[src/rtl/conv_pkg.sv]
`default_nettype none
// ============================================================================
//  Module      : conv_pkg
//  Description : Shared geometry constants, bus widths and FSM state encoding
//                for the convolution scheduler.
//  Revision    : 1.0 - initial release
// ============================================================================
package conv_pkg;

    localparam int IMG_SIZE    = 7;
    localparam int KERNEL_SIZE = 3;
    localparam int RES_SIZE    = IMG_SIZE - KERNEL_SIZE + 1;

    localparam int IMG_AW  = 6;
    localparam int KER_AW  = 4;
    localparam int FM_AW   = 5;
    localparam int FM_DW   = 11;
    localparam int DATA_W  = 4;
    localparam int PROD_W  = 8;

    typedef enum logic [2:0] {
        IDLE     = 3'd0,
        FETCH    = 3'd1,
        WAIT_ROM = 3'd2,
        MUL      = 3'd3,
        ACC      = 3'd4,
        EMIT     = 3'd5,
        FIN      = 3'd6
    } state_t;

endpackage
`default_nettype wire

[src/rtl/conv_addr_gen.sv]
`default_nettype none
// ============================================================================
//  Module      : conv_addr_gen
//  Description : Combinational mapping from window position (wr, wc) and
//                kernel tap (kr, kc) to row-major image and kernel addresses.
//  Revision    : 1.0 - initial release
// ============================================================================
module conv_addr_gen #(
    parameter int IMG_SIZE    = conv_pkg::IMG_SIZE,
    parameter int KERNEL_SIZE = conv_pkg::KERNEL_SIZE
) (
    input  logic [2:0] wr,
    input  logic [2:0] wc,
    input  logic [1:0] kr,
    input  logic [1:0] kc,
    output logic [5:0] img_addr,
    output logic [3:0] ker_addr
);
    import conv_pkg::*;

    // Pixel under the current tap: row (wr+kr), column (wc+kc)
    assign img_addr = IMG_AW'(IMG_SIZE * (int'(wr) + int'(kr)) + int'(wc) + int'(kc));
    assign ker_addr = KER_AW'(KERNEL_SIZE * int'(kr) + int'(kc));

endmodule
`default_nettype wire

[src/rtl/conv_scheduler.sv]
`default_nettype none
// ============================================================================
//  Module      : conv_scheduler
//  Description : Sequences a full 2-D valid convolution of an image ROM with a
//                kernel ROM through an external handshaked multiplier, and
//                streams each window sum out on a valid/ready port.
//  Revision    : 1.0 - initial release
// ============================================================================
module conv_scheduler #(
    parameter int IMG_SIZE    = conv_pkg::IMG_SIZE,
    parameter int KERNEL_SIZE = conv_pkg::KERNEL_SIZE
) (
    input  logic        clk,
    input  logic        rst_n,
    input  logic        start,
    output logic        busy,
    output logic        done,
    output logic [5:0]  img_addr,
    input  logic [3:0]  img_data,
    output logic [3:0]  ker_addr,
    input  logic [3:0]  ker_data,
    output logic        mul_req,
    output logic [3:0]  mul_a,
    output logic [3:0]  mul_b,
    input  logic        mul_ack,
    input  logic [7:0]  mul_prod,
    output logic        fm_valid,
    input  logic        fm_ready,
    output logic [4:0]  fm_addr,
    output logic [10:0] fm_data
);
    import conv_pkg::*;

    localparam int         c_res_size = IMG_SIZE - KERNEL_SIZE + 1;
    localparam logic [1:0] c_k_last   = 2'(KERNEL_SIZE - 1);
    localparam logic [2:0] c_w_last   = 3'(c_res_size - 1);
    localparam logic [4:0] c_pix_last = 5'(c_res_size * c_res_size - 1);

    state_t      r_state;
    logic [2:0]  r_wr;
    logic [2:0]  r_wc;
    logic [1:0]  r_kr;
    logic [1:0]  r_kc;
    logic [4:0]  r_pix;
    logic [10:0] r_acc;
    logic [7:0]  r_prod;
    logic [10:0] w_sum;

    // Addresses follow the counters directly; the counters only move in
    // ACC/EMIT, so the address is stable across the FETCH cycle.
    conv_addr_gen #(
        .IMG_SIZE    (IMG_SIZE),
        .KERNEL_SIZE (KERNEL_SIZE)
    ) u_addr_gen (
        .wr       (r_wr),
        .wc       (r_wc),
        .kr       (r_kr),
        .kc       (r_kc),
        .img_addr (img_addr),
        .ker_addr (ker_addr)
    );

    // Accumulator plus the product captured at mul_ack
    assign w_sum = r_acc + {3'b000, r_prod};

    // Scheduler FSM with registered handshake, status and result outputs
    always_ff @(posedge clk or negedge rst_n) begin
        if (!rst_n) begin
            r_state  <= IDLE;
            r_wr     <= '0;
            r_wc     <= '0;
            r_kr     <= '0;
            r_kc     <= '0;
            r_pix    <= '0;
            r_acc    <= '0;
            r_prod   <= '0;
            busy     <= 1'b0;
            done     <= 1'b0;
            mul_req  <= 1'b0;
            mul_a    <= '0;
            mul_b    <= '0;
            fm_valid <= 1'b0;
            fm_addr  <= '0;
            fm_data  <= '0;
        end else begin
            case (r_state)
                IDLE: begin
                    if (start) begin
                        r_wr    <= '0;
                        r_wc    <= '0;
                        r_kr    <= '0;
                        r_kc    <= '0;
                        r_pix   <= '0;
                        r_acc   <= '0;
                        busy    <= 1'b1;
                        r_state <= FETCH;
                    end
                end
                FETCH: begin
                    r_state <= WAIT_ROM;
                end
                WAIT_ROM: begin
                    // ROM data for the FETCH address is valid now
                    mul_a   <= img_data;
                    mul_b   <= ker_data;
                    mul_req <= 1'b1;
                    r_state <= MUL;
                end
                MUL: begin
                    // Product is only valid in the ack cycle, so capture it here
                    if (mul_ack) begin
                        r_prod  <= mul_prod;
                        mul_req <= 1'b0;
                        r_state <= ACC;
                    end
                end
                ACC: begin
                    r_acc <= w_sum;
                    if (r_kr == c_k_last && r_kc == c_k_last) begin
                        fm_data  <= w_sum;
                        fm_addr  <= r_pix;
                        fm_valid <= 1'b1;
                        r_state  <= EMIT;
                    end else begin
                        if (r_kc == c_k_last) begin
                            r_kc <= '0;
                            r_kr <= r_kr + 2'd1;
                        end else begin
                            r_kc <= r_kc + 2'd1;
                        end
                        r_state <= FETCH;
                    end
                end
                EMIT: begin
                    if (fm_ready) begin
                        fm_valid <= 1'b0;
                        r_acc    <= '0;
                        r_kr     <= '0;
                        r_kc     <= '0;
                        r_pix    <= r_pix + 5'd1;
                        if (r_wc == c_w_last) begin
                            r_wc <= '0;
                            r_wr <= (r_wr == c_w_last) ? 3'd0 : r_wr + 3'd1;
                        end else begin
                            r_wc <= r_wc + 3'd1;
                        end
                        if (r_pix == c_pix_last) begin
                            done    <= 1'b1;
                            r_state <= FIN;
                        end else begin
                            r_state <= FETCH;
                        end
                    end
                end
                FIN: begin
                    done    <= 1'b0;
                    busy    <= 1'b0;
                    r_state <= IDLE;
                end
                default: begin
                    r_state <= IDLE;
                end
            endcase
        end
    end

endmodule
`default_nettype wire

[config.mk]
export PLATFORM = sky130hd
export DESIGN_NAME = conv_scheduler
export DESIGN_NICKNAME = d
export VERILOG_FILES = /design/src/rtl/conv_pkg.sv /design/src/rtl/conv_addr_gen.sv /design/src/rtl/conv_scheduler.sv
export SDC_FILE = /design/constraint.sdc
export NUM_CORES = 1
export LEC_CHECK = 0
export ABC_CLOCK_PERIOD_IN_PS = 3300
export BUFFER_PORTS_ARGS = -buffer_cell sky130_fd_sc_hd__buf_2
export CORE_MARGIN = 2
export CORE_UTILIZATION = 52
export DETAILED_ROUTE_END_ITERATION = 7
export GPL_TIMING_DRIVEN = 0
export PLACE_DENSITY = 0.77
export SYNTH_ARGS = -nofsm -noshare
export SYNTH_HDL_FRONTEND = slang
export SYNTH_SLANG_ARGS = --single-unit
[constraint.sdc]
create_clock -name clk -period 3.3 [get_ports clk]
set_input_delay 0.33 -clock clk [delete_from_list [all_inputs] [get_ports clk]]
set_output_delay 0.33 -clock clk [all_outputs]
set_load 0.02 [all_outputs]
# Word level (Yosys, flattened, before mapping)
# Index checks and enable logic that the tools add are counted.
[op_classes]
n_reduce_logical = 20
n_eq_ne = 19
mul = 2
order_cmp = 0
bitwise = 0
n_mux = 38
div = 0
n_addsub = 10
shifts = 0
[op_table]
columns = ["operator", "n"]
rows = [
  ["two-way mux 3 bit", 11],
  ["case mux 11 bit (3 select lines)", 1],
  ["multiplier 4 x 32 -> 6 bit (first input constant)", 1],
  ["two-way mux 11 bit", 2],
  ["case mux 3 bit (6 select lines)", 1],
  ["!= test 2 bit (second input constant)", 8],
  ["== test 3 bit (second input constant)", 5],
  ["AND reduction 3 bit", 5],
  ["two-way mux 2 bit", 6],
  ["case mux 2 bit (3 select lines)", 2],
  ["case mux 3 bit (2 select lines)", 2],
  ["adder 11 x 8 -> 11 bit", 1],
  ["two-way mux 5 bit", 2],
  ["case mux 5 bit (2 select lines)", 1],
  ["nonzero test 2 bit", 5],
  ["case mux 1 bit (2 select lines)", 4],
  ["AND reduction 2 bit", 4],
  ["AND reduction 4 bit", 2],
  ["adder 3 x 1 -> 3 bit (second input constant)", 2],
  ["adder 6 x 3 -> 6 bit", 1],
  ["adder 6 x 4 -> 6 bit", 1],
  ["== test 3 x 2 -> 1 bit (second input constant)", 2],
  ["two-way mux 1 bit", 6],
  ["adder 5 x 1 -> 5 bit (second input constant)", 1],
  ["11 further kinds", 13],
]
[totals]
mem_bits_rw = 0
n_memories = 0
ff_bits = 65
romBits = 0
latch_bits = 0

# Logic depth before layout (Yosys ltp)
# Gate-level depths: netlist of the first run.
[logic_depth]
ltp_word = 5
ltp_mapped = 13
mapped_depth_nobuf = 13

# By module
# A second synthesis of the first run with hierarchy kept.
[hier_totals]
hier_cells = 374
area_unflattened_um2 = 3851.2
[modules_own_cells]
columns = ["module", "instances", "seq_area_each_um2", "cells_per_inst", "area_per_inst_um2"]
rows = [
  ["conv_scheduler", 1, 1626.6, 312, 3276.9],
  ["conv_addr_gen", 1, 0.0, 62, 574.3],
]

# Worst setup path after synthesis of the first run
# Ideal clock, no wire load.
[synth_timing]
path_type = "reg2out"
start = "register r_kr[0]"
end = "output port img_addr[5]"
setup_slack_ns = -0.422
stages_incl_launch_ff = 14
path_buffers = 0
arrival_ns = 3.392
required_time_ns = 2.970
path_cell_list = "dfrtp_1 -> ha_1 -> fa_1 -> xor2_1 -> ha_1 -> inv_1 -> fa_1 -> inv_1 -> ha_1 -> ha_1 -> o21ai_0 -> o21bai_1 -> a21oi_1 -> xnor2_1"
[synth_between]
elab_chain_len = 4
[synth_rtl]
columns = ["element", "line_no", "rtl"]
rows = [
  ["from (decl)", "conv_scheduler.sv:42", "logic [1:0] r_kr;"],
  ["from (signal assigned)", "conv_scheduler.sv:127", "r_kr <= r_kr + 2'd1;"],
  ["adder 3 x 2 -> 4 bit", "conv_addr_gen.sv:22", "assign img_addr = IMG_AW'(IMG_SIZE * (int'(wr) + int'(kr)) + int'(wc) + int'(kc));"],
  ["multiplier 4 x 32 -> 6 bit", "conv_addr_gen.sv:22", ""],
  ["adder 6 x 4 -> 6 bit", "conv_addr_gen.sv:22", ""],
  ["adder 6 x 3 -> 6 bit", "conv_addr_gen.sv:22", ""],
  ["to (decl)", "conv_scheduler.sv:18", "output logic [5:0] img_addr,"],
]
# Every way passes these cells.

# Worst setup path after layout of the first run
[layout_timing]
start = "register r_wr[0]"
end = "output port img_addr[5]"
[layout_between]
elab_chain_len = 4
[layout_rtl]
columns = ["element", "line_no", "rtl"]
rows = [
  ["from (decl)", "conv_scheduler.sv:40", "logic [2:0] r_wr;"],
  ["from (signal assigned)", "conv_scheduler.sv:143", "r_wr <= (r_wr == c_w_last) ? 3'd0 : r_wr + 3'd1;"],
  ["adder 3 x 2 -> 4 bit", "conv_addr_gen.sv:22", ""],
  ["multiplier 4 x 32 -> 6 bit", "conv_addr_gen.sv:22", ""],
  ["adder 6 x 4 -> 6 bit", "conv_addr_gen.sv:22", ""],
  ["adder 6 x 3 -> 6 bit", "conv_addr_gen.sv:22", ""],
]
# Every way passes these cells.

==> out/metrics.yaml, run 1 <==
logic_synthesis:
  synth-edff-count: 0
  yosysUniqueCellTypes: 51
  yosysTopAreaCell: "dfrtp_1"
  async_flop_share: 1.00
  synth.most_common_cell: "dfrtp_1"
  ys_seq_area_frac: 0.423
  synth_cells: 374
  yosysWarnings: 0
  synth_flop_cell: "dfrtp_1"
  synthTopCellsByArea: "dfrtp_1 42%, ha_1 10%, mux2_2 5.9%, nand2_1 5.0%, fa_1 4.2%"
  netlist.area_leader.share: 0.423
  synth_area_um2: 3850
  syn_avg_cell_area_um2: 10.3
  synth_common_cells: "65 x dfrtp_1, 51 x nand2_1, 31 x ha_1"
  synth_nets: 434
  synth_seq_cells: 65
setup_path:
  path_common_cell: "ha_4"
  cp-end-kind: "output pin"
  cp_slowest_cell: "fa_1"
  cp.arrival_ns: 3.47
  cp.required_ns: 2.97
  criticalPathCategory: "flop to output pin"
  crit_chain: "ha_4 > fa_2 > xor2_1 > ha_1 > inv_2 > fa_1 > inv_2 > ha_4 > ha_4 > o21ai_2 > o21bai_1 > a21oi_2 > xnor2_2 > buf_4"
  worstSetupStartpointType: "flop"
  critical_path_buf_inv_count: 3
  cp_top_family: "adder cells"
  path_max_fanout: 3
  slowest_delay_ns: 0.52
sta:
  setup_viol: 4
  report.final.hold_viol_count: 0
  period_share: 1.15
  clock_skew_ns: 0.0123
  max_slew_margin: 0.453
  rsz0062_at_grt: "yes"
  drv_slew: 0
  max_freq_mhz: 263
  timing.final.ws_setup_ns: -0.497
  worstMarginPinSlew_ns: 0.821
  finalCriticalPeriod_ns: 3.80
  whs_ns: 0.0609
power_and_ir_drop:
  p_int_mw: 2.09
  p_switching_mw: 1.29
  ir_worst_vdd_mv: 0.571
  pwr-share-seq: 0.336
  comb_power_share: 0.414
  p_leak_nw: 2.32
  clockPowerShare: 0.250
  p_sw_frac: 0.381
  power_density_nw_per_um2: 724
cells_and_area:
  n_antenna_cell: 0
  layout-drive-gt1-share: 0.277
  syn_to_final_growth_pct: 21.3
  final_cell_area_um2: 4670
  regArea_um2: 1630
  nNetsFinal: 506
  nFillCells: 608
  multi_input_area_um2: 2160
  utilization: 0.647
floorplanning:
  die_area_um2: 8110
  die_y_um: 90.0
  io_pins: 59
  core_region_area_um2: 7210
  fp.dieW_um: 90.0
  placementRows: 31
  start_util: 0.533
place:
  dp_hpwl_um: 5970
  port_buffers: 58
  post_dp_cell_area_um2: 4310
  gp_congestion: 0.867
  post-place-ws_ns: -0.362
cts:
  cts_buffer_depth: 2
  cts_hold_buffers: 0
  clk_pin_slew_ns: 0.07
  tritoncts: "built"
  numCtsBuffers: 9
  htreeDepth: 3
  insertion_delay_ns: 0.35
  ctsRootBufferMaster: "clkbuf_8"
  cts.sinks: 65
worst_hold_path:
  hp-class: "primary input to asynchronous set/reset pin"
detailed_routing:
  vias: 3057
  post-route-drc-count: 0
  via_per_inst: 5.56
  wl_per_cell_um: 15.1
  first_pass_iters: 4
  ant_nets: 0
  drt_iter0_drc: 168
  wirelength_um: 8300
global_routing:
  grt_max_degree: 66
  gr-total-overflow: 0
  grt_pass1_vias: 3158
  antenna_found_initial: 0
  grt_pass1_wl_um: 14300
  groute.usage.overall: 0.217
run_status:
  violations: "setup timing"
  outcome: "finished with violations"
flow_run:
  cap_violations: 0
-- stage by stage --
step                      setup TNS (ns)  instances  power (mW)
after global routing               -1.72        550        3.59
final                              -1.30        550        3.38
after detailed placement          -0.831        531        2.51
after global placement            -0.710        531        2.45
after floorplan                   -0.242        374        2.14
after CTS                          -1.37        550        3.38
-- registers in the layout, summed over array words and instances, names as in the netlist --
signal and cells:
fm_data 11, r_acc 11, r_prod 8, fm_addr 5
r_pix 5, mul_a 4, mul_b 4, r_state 3
r_wc 3, r_wr 3, r_kc 2, r_kr 2
busy 1, done 1, fm_valid 1, mul_req 1
-- logic make-up (layout without fill, tap and decap cells) --
| logic type | after synthesis | count (layout) | synth area share |
|---|---|---|---|
| buffers and inverters | 43 | 120 | 0.0465 |
| multiplexers | 21 | 21 | 0.0611 |
| flip-flops | 65 | 65 | 0.423 |
| adder cells (fa/ha/maj) | 39 | 39 | 0.142 |
| AO/OA/AOI/OAI | 89 | 89 | 0.150 |
| AND/OR/NAND/NOR | 98 | 98 | 0.134 |
| XOR/XNOR | 19 | 19 | 0.0432 |
-- timing repair --
item / in CTS / in global routing
setup endpoints to repair: 5 / 5
buffers inserted: 3 / 0
pin swaps: 7 / 1
gates resized for setup: 10 / 5
-- placed cells by master, fill, tap and decap left out, types with 4 or more instances in the layout --
cell and instances:
ha_4 6, buf_2 56, mux2_2 20, o211ai_1 7
nand3_1 7, a21oi_1 15, clkbuf_8 10, o31ai_1 4
clkbuf_1 11, nor3b_1 4, buf_4 7, fa_1 5
ha_1 25, xnor2_1 8, o21ai_0 27, dfrtp_1 64
nor2_1 8, xor2_1 8, a21o_1 7, inv_1 25
nand2_1 51, a22o_1 7
-- power by group through the flow --
stage               clock, mW  sequential (mW)  combinational [mW]
finish                  0.846             1.13                1.40
global route            0.884             1.16                1.55
CTS                     0.857             1.13                1.40
detailed placement          0             1.15                1.36
global placement            0             1.13                1.31
floorplan                   0             1.21               0.930
-- worst paths after layout --
| path | from | endpoint | slack, ns | cells past startpoint |
|---|---|---|---|---|
| max | r_wr[0] | img_addr[5] | -0.50 | 14 |
| max reg2reg | r_kr[0] | fm_data[6] | 0.97 | 7 |
| min in group clk | img_data[0] | mul_a[0] | 0.21 | 2 |
| min | rst_n | r_prod[5] | 0.06 | 1 |
| max in group asynchronous | rst_n | r_kr[0] | 2.65 | 1 |
| min reg2reg | fm_data[10] | fm_data[10] | 0.48 | 2 |
-- per-layer routing --
metal / part of all wire / GRT usage / vias to the layer above / wire (um)
met4: 0.016 / 0.0795 / 0 / 130
met5: 0 / 0 / - / 0
met3: 0.049 / 0.0411 / 10 / 411
met2: 0.50 / 0.380 / 84 / 4120
met1: 0.44 / 0.268 / 1492 / 3640
li1: - / - / 1471 / -
-- cell type report --
| class | instances | share of cell area |
|---|---|---|
| buffer | 15 | 0.0158 |
| clock buffer | 10 | 0.0295 |
| clock inverter | 6 | 0.0247 |
| inverter | 28 | 0.0225 |
| multi-input combinational | 266 | 0.463 |
| sequential | 65 | 0.349 |
| tap | 99 | 0.0265 |
| timing repair buffer | 61 | 0.0692 |
Power figures use the tool's default switching activity.
==> run 2, diff against run 1 <==
- RECOVER_POWER: default -> 25
==> out/metrics.yaml, run 2 (synthesized netlist as in run 1, its figures left out) <==
setup_path:
  r2r_setup_slack_ns: 0.97  # about the same
  worstRegToRegCells: 7  # unchanged
  worstSetupStartpointType: "flop"
  path_max_fanout: 3  # unchanged
  criticalPathCategory: "flop to output pin"
  cp.required_ns: 2.97  # about the same
  crit_end: "img_addr[5]"
  cp.arrival_ns: 3.47  # about the same
  cp-end-kind: "output pin"
  setup.worst_path.start: "r_wr[0]"
  worstReg2RegStart: "r_kr[0]"
  rr_endpoint: "fm_data[6]"
run_status:
  outcome: "finished with violations"
  violations: "capacitance limit, slew limit, setup timing"
detailed_routing:
  wirelength_um: 8300  # about the same
  vias: 3058  # +0.033%
  drt_iter0_drc: 168  # unchanged
  via_per_inst: 5.56  # about the same
  post-route-drc-count: 0  # unchanged
  wl_per_cell_um: 15.1  # about the same
  first_pass_iters: 4  # unchanged
  ant_nets: 0  # unchanged
sta:
  worstMarginPinSlew_ns: 1.61  # +0.788 ns
  setup_viol: 4  # unchanged
  clock_skew_ns: 0.0123  # -0.0000372 ns
  setup_tns_ns: -1.30  # -0.00170 ns
  timing.final.ws_setup_ns: -0.498  # -0.000424 ns
  rsz0062_at_grt: "yes"
  drv_slew: 66  # +66
  max_slew_margin: -0.0724  # -0.525
  period_share: 1.15  # about the same
  whs_ns: 0.208  # +0.148 ns
  report.final.hold_viol_count: 0  # unchanged
  max_freq_mhz: 263  # about the same
  finalCriticalPeriod_ns: 3.80  # +0.000424 ns
cts:
  cts_hold_buffers: 0  # unchanged
  numCtsBuffers: 9  # unchanged
  ctsRootBufferMaster: "clkbuf_8"
  tritoncts: "built"
  cts.sinks: 65  # unchanged
  cts_buffer_depth: 2  # unchanged
  clk_pin_slew_ns: 0.08  # about the same
  insertion_delay_ns: 0.35  # about the same
  htreeDepth: 3  # unchanged
power_and_ir_drop:
  ir_worst_vdd_mv: 0.571  # about the same
  p_leak_nw: 2.32  # about the same
  total_power_mw: 3.38  # about the same
  power_density_nw_per_um2: 724  # about the same
floorplanning:
  io_pins: 59  # unchanged
  die_y_um: 90.0  # unchanged
  placementRows: 31  # unchanged
  start_util: 0.533  # unchanged
  fp.dieW_um: 90.0  # unchanged
  die_area_um2: 8110  # unchanged
  core_region_area_um2: 7210  # unchanged
cells_and_area:
  final_cell_area_um2: 4660  # about the same
  layout-drive-gt1-share: 0.277  # unchanged
  multi_input_area_um2: 2160  # unchanged
  nNetsFinal: 506  # unchanged
  top_regs: "fm_data x11, r_acc x11, r_prod x8"
  syn_to_final_growth_pct: 21.2  # about the same
  final_common_cell: "dfrtp_1"
  final_cell_mix: "64 x dfrtp_1, 56 x buf_2, 51 x nand2_1"
  regArea_um2: 1630  # unchanged
  n_antenna_cell: 0  # unchanged
  nFillCells: 609  # +0.16%
global_routing:
  grt_pass1_vias: 3158  # unchanged
  grt_max_degree: 66  # unchanged
  groute.usage.overall: 0.217  # unchanged
  gr-total-overflow: 0  # unchanged
  antenna_found_initial: 0  # unchanged
  grt_pass1_wl_um: 14300  # unchanged
place:
  port_buffers: 58  # unchanged
  gp_congestion: 0.867  # unchanged
  dp_hpwl_um: 5970  # unchanged
  post_dp_cell_area_um2: 4310  # unchanged
flow_run:
  cap_violations: 1  # +1
worst_hold_path:
  hp-class: "primary input to flop"
[run 2: changes by cell type in the layout (fill, tap and decap cells not counted)]
cell      before  now
buf_4          7    6
clkbuf_2       0    1
[run 2: metal layers]
metal	track usage	vias up	wire, um
li1	-	1472	-
met1	0.268	1494	3680
met2	0.380	82	4110
met3	0.0411	10	356
met4	0.0795	0	153
met5	0	-	0
[run 2: final cells by class]
type                       count  share of cell area
clock inverter                 6              0.0247
buffer                        15              0.0158
tap                           99              0.0266
clock buffer                  10              0.0295
sequential                    65               0.349
timing repair buffer          61              0.0687
multi-input combinational    266               0.463
inverter                      28              0.0225
[run 2: what timing repair did]
item                                    in CTS  in global routing
endpoints found under the setup margin       5                  5
resized for setup                           10                  5
pin swaps                                    7                  1
buffers inserted                             3                  0
[run 2: worst min-delay path by stage]
stage / from / to / slack (ns) / cells after the start
after global routing: img_data[0] / mul_a[0] / 0.21 / 2
after global placement: fm_addr[4] / fm_addr[4] / 0.46 / 2
final: img_data[0] / mul_a[0] / 0.21 / 2
after CTS: rst_n / fm_data[2] / 0.09 / 1
after floorplan: rst_n / busy / 0.03 / 0
after detailed placement: mul_req / mul_req / 0.46 / 1
[run 2: worst max-delay path, stage by stage (launching register included)]
cell and delay, ns:
dfrtp_1 0.42, ha_4 0.18, fa_2 0.36, xor2_1 0.16, ha_1 0.31, inv_2 0.04
fa_1 0.52, inv_2 0.05, ha_4 0.21, ha_4 0.28, o21ai_2 0.05, o21bai_1 0.17
a21oi_2 0.10, xnor2_2 0.13, buf_4 0.16
[run 2: where the power goes]
group | internal (mW) | leakage, nW | switching [mW]
clock | 0.525 | 0.123 | 0.321
combinational | 0.574 | 1.35 | 0.826
sequential | 0.994 | 0.847 | 0.140
total | 2.09 | 2.32 | 1.29
[run 2: through the flow]
| stage | std cells | util | setup WS (ns) |
|---|---|---|---|
| floorplan | 374 | - | -0.140 |
| global placement | 531 | 0.598 | -0.311 |
| detailed placement | 531 | 0.598 | -0.362 |
| CTS | 550 | 0.646 | -0.481 |
| global route | 550 | 0.647 | -0.602 |
| finish | 550 | 0.647 | -0.498 |
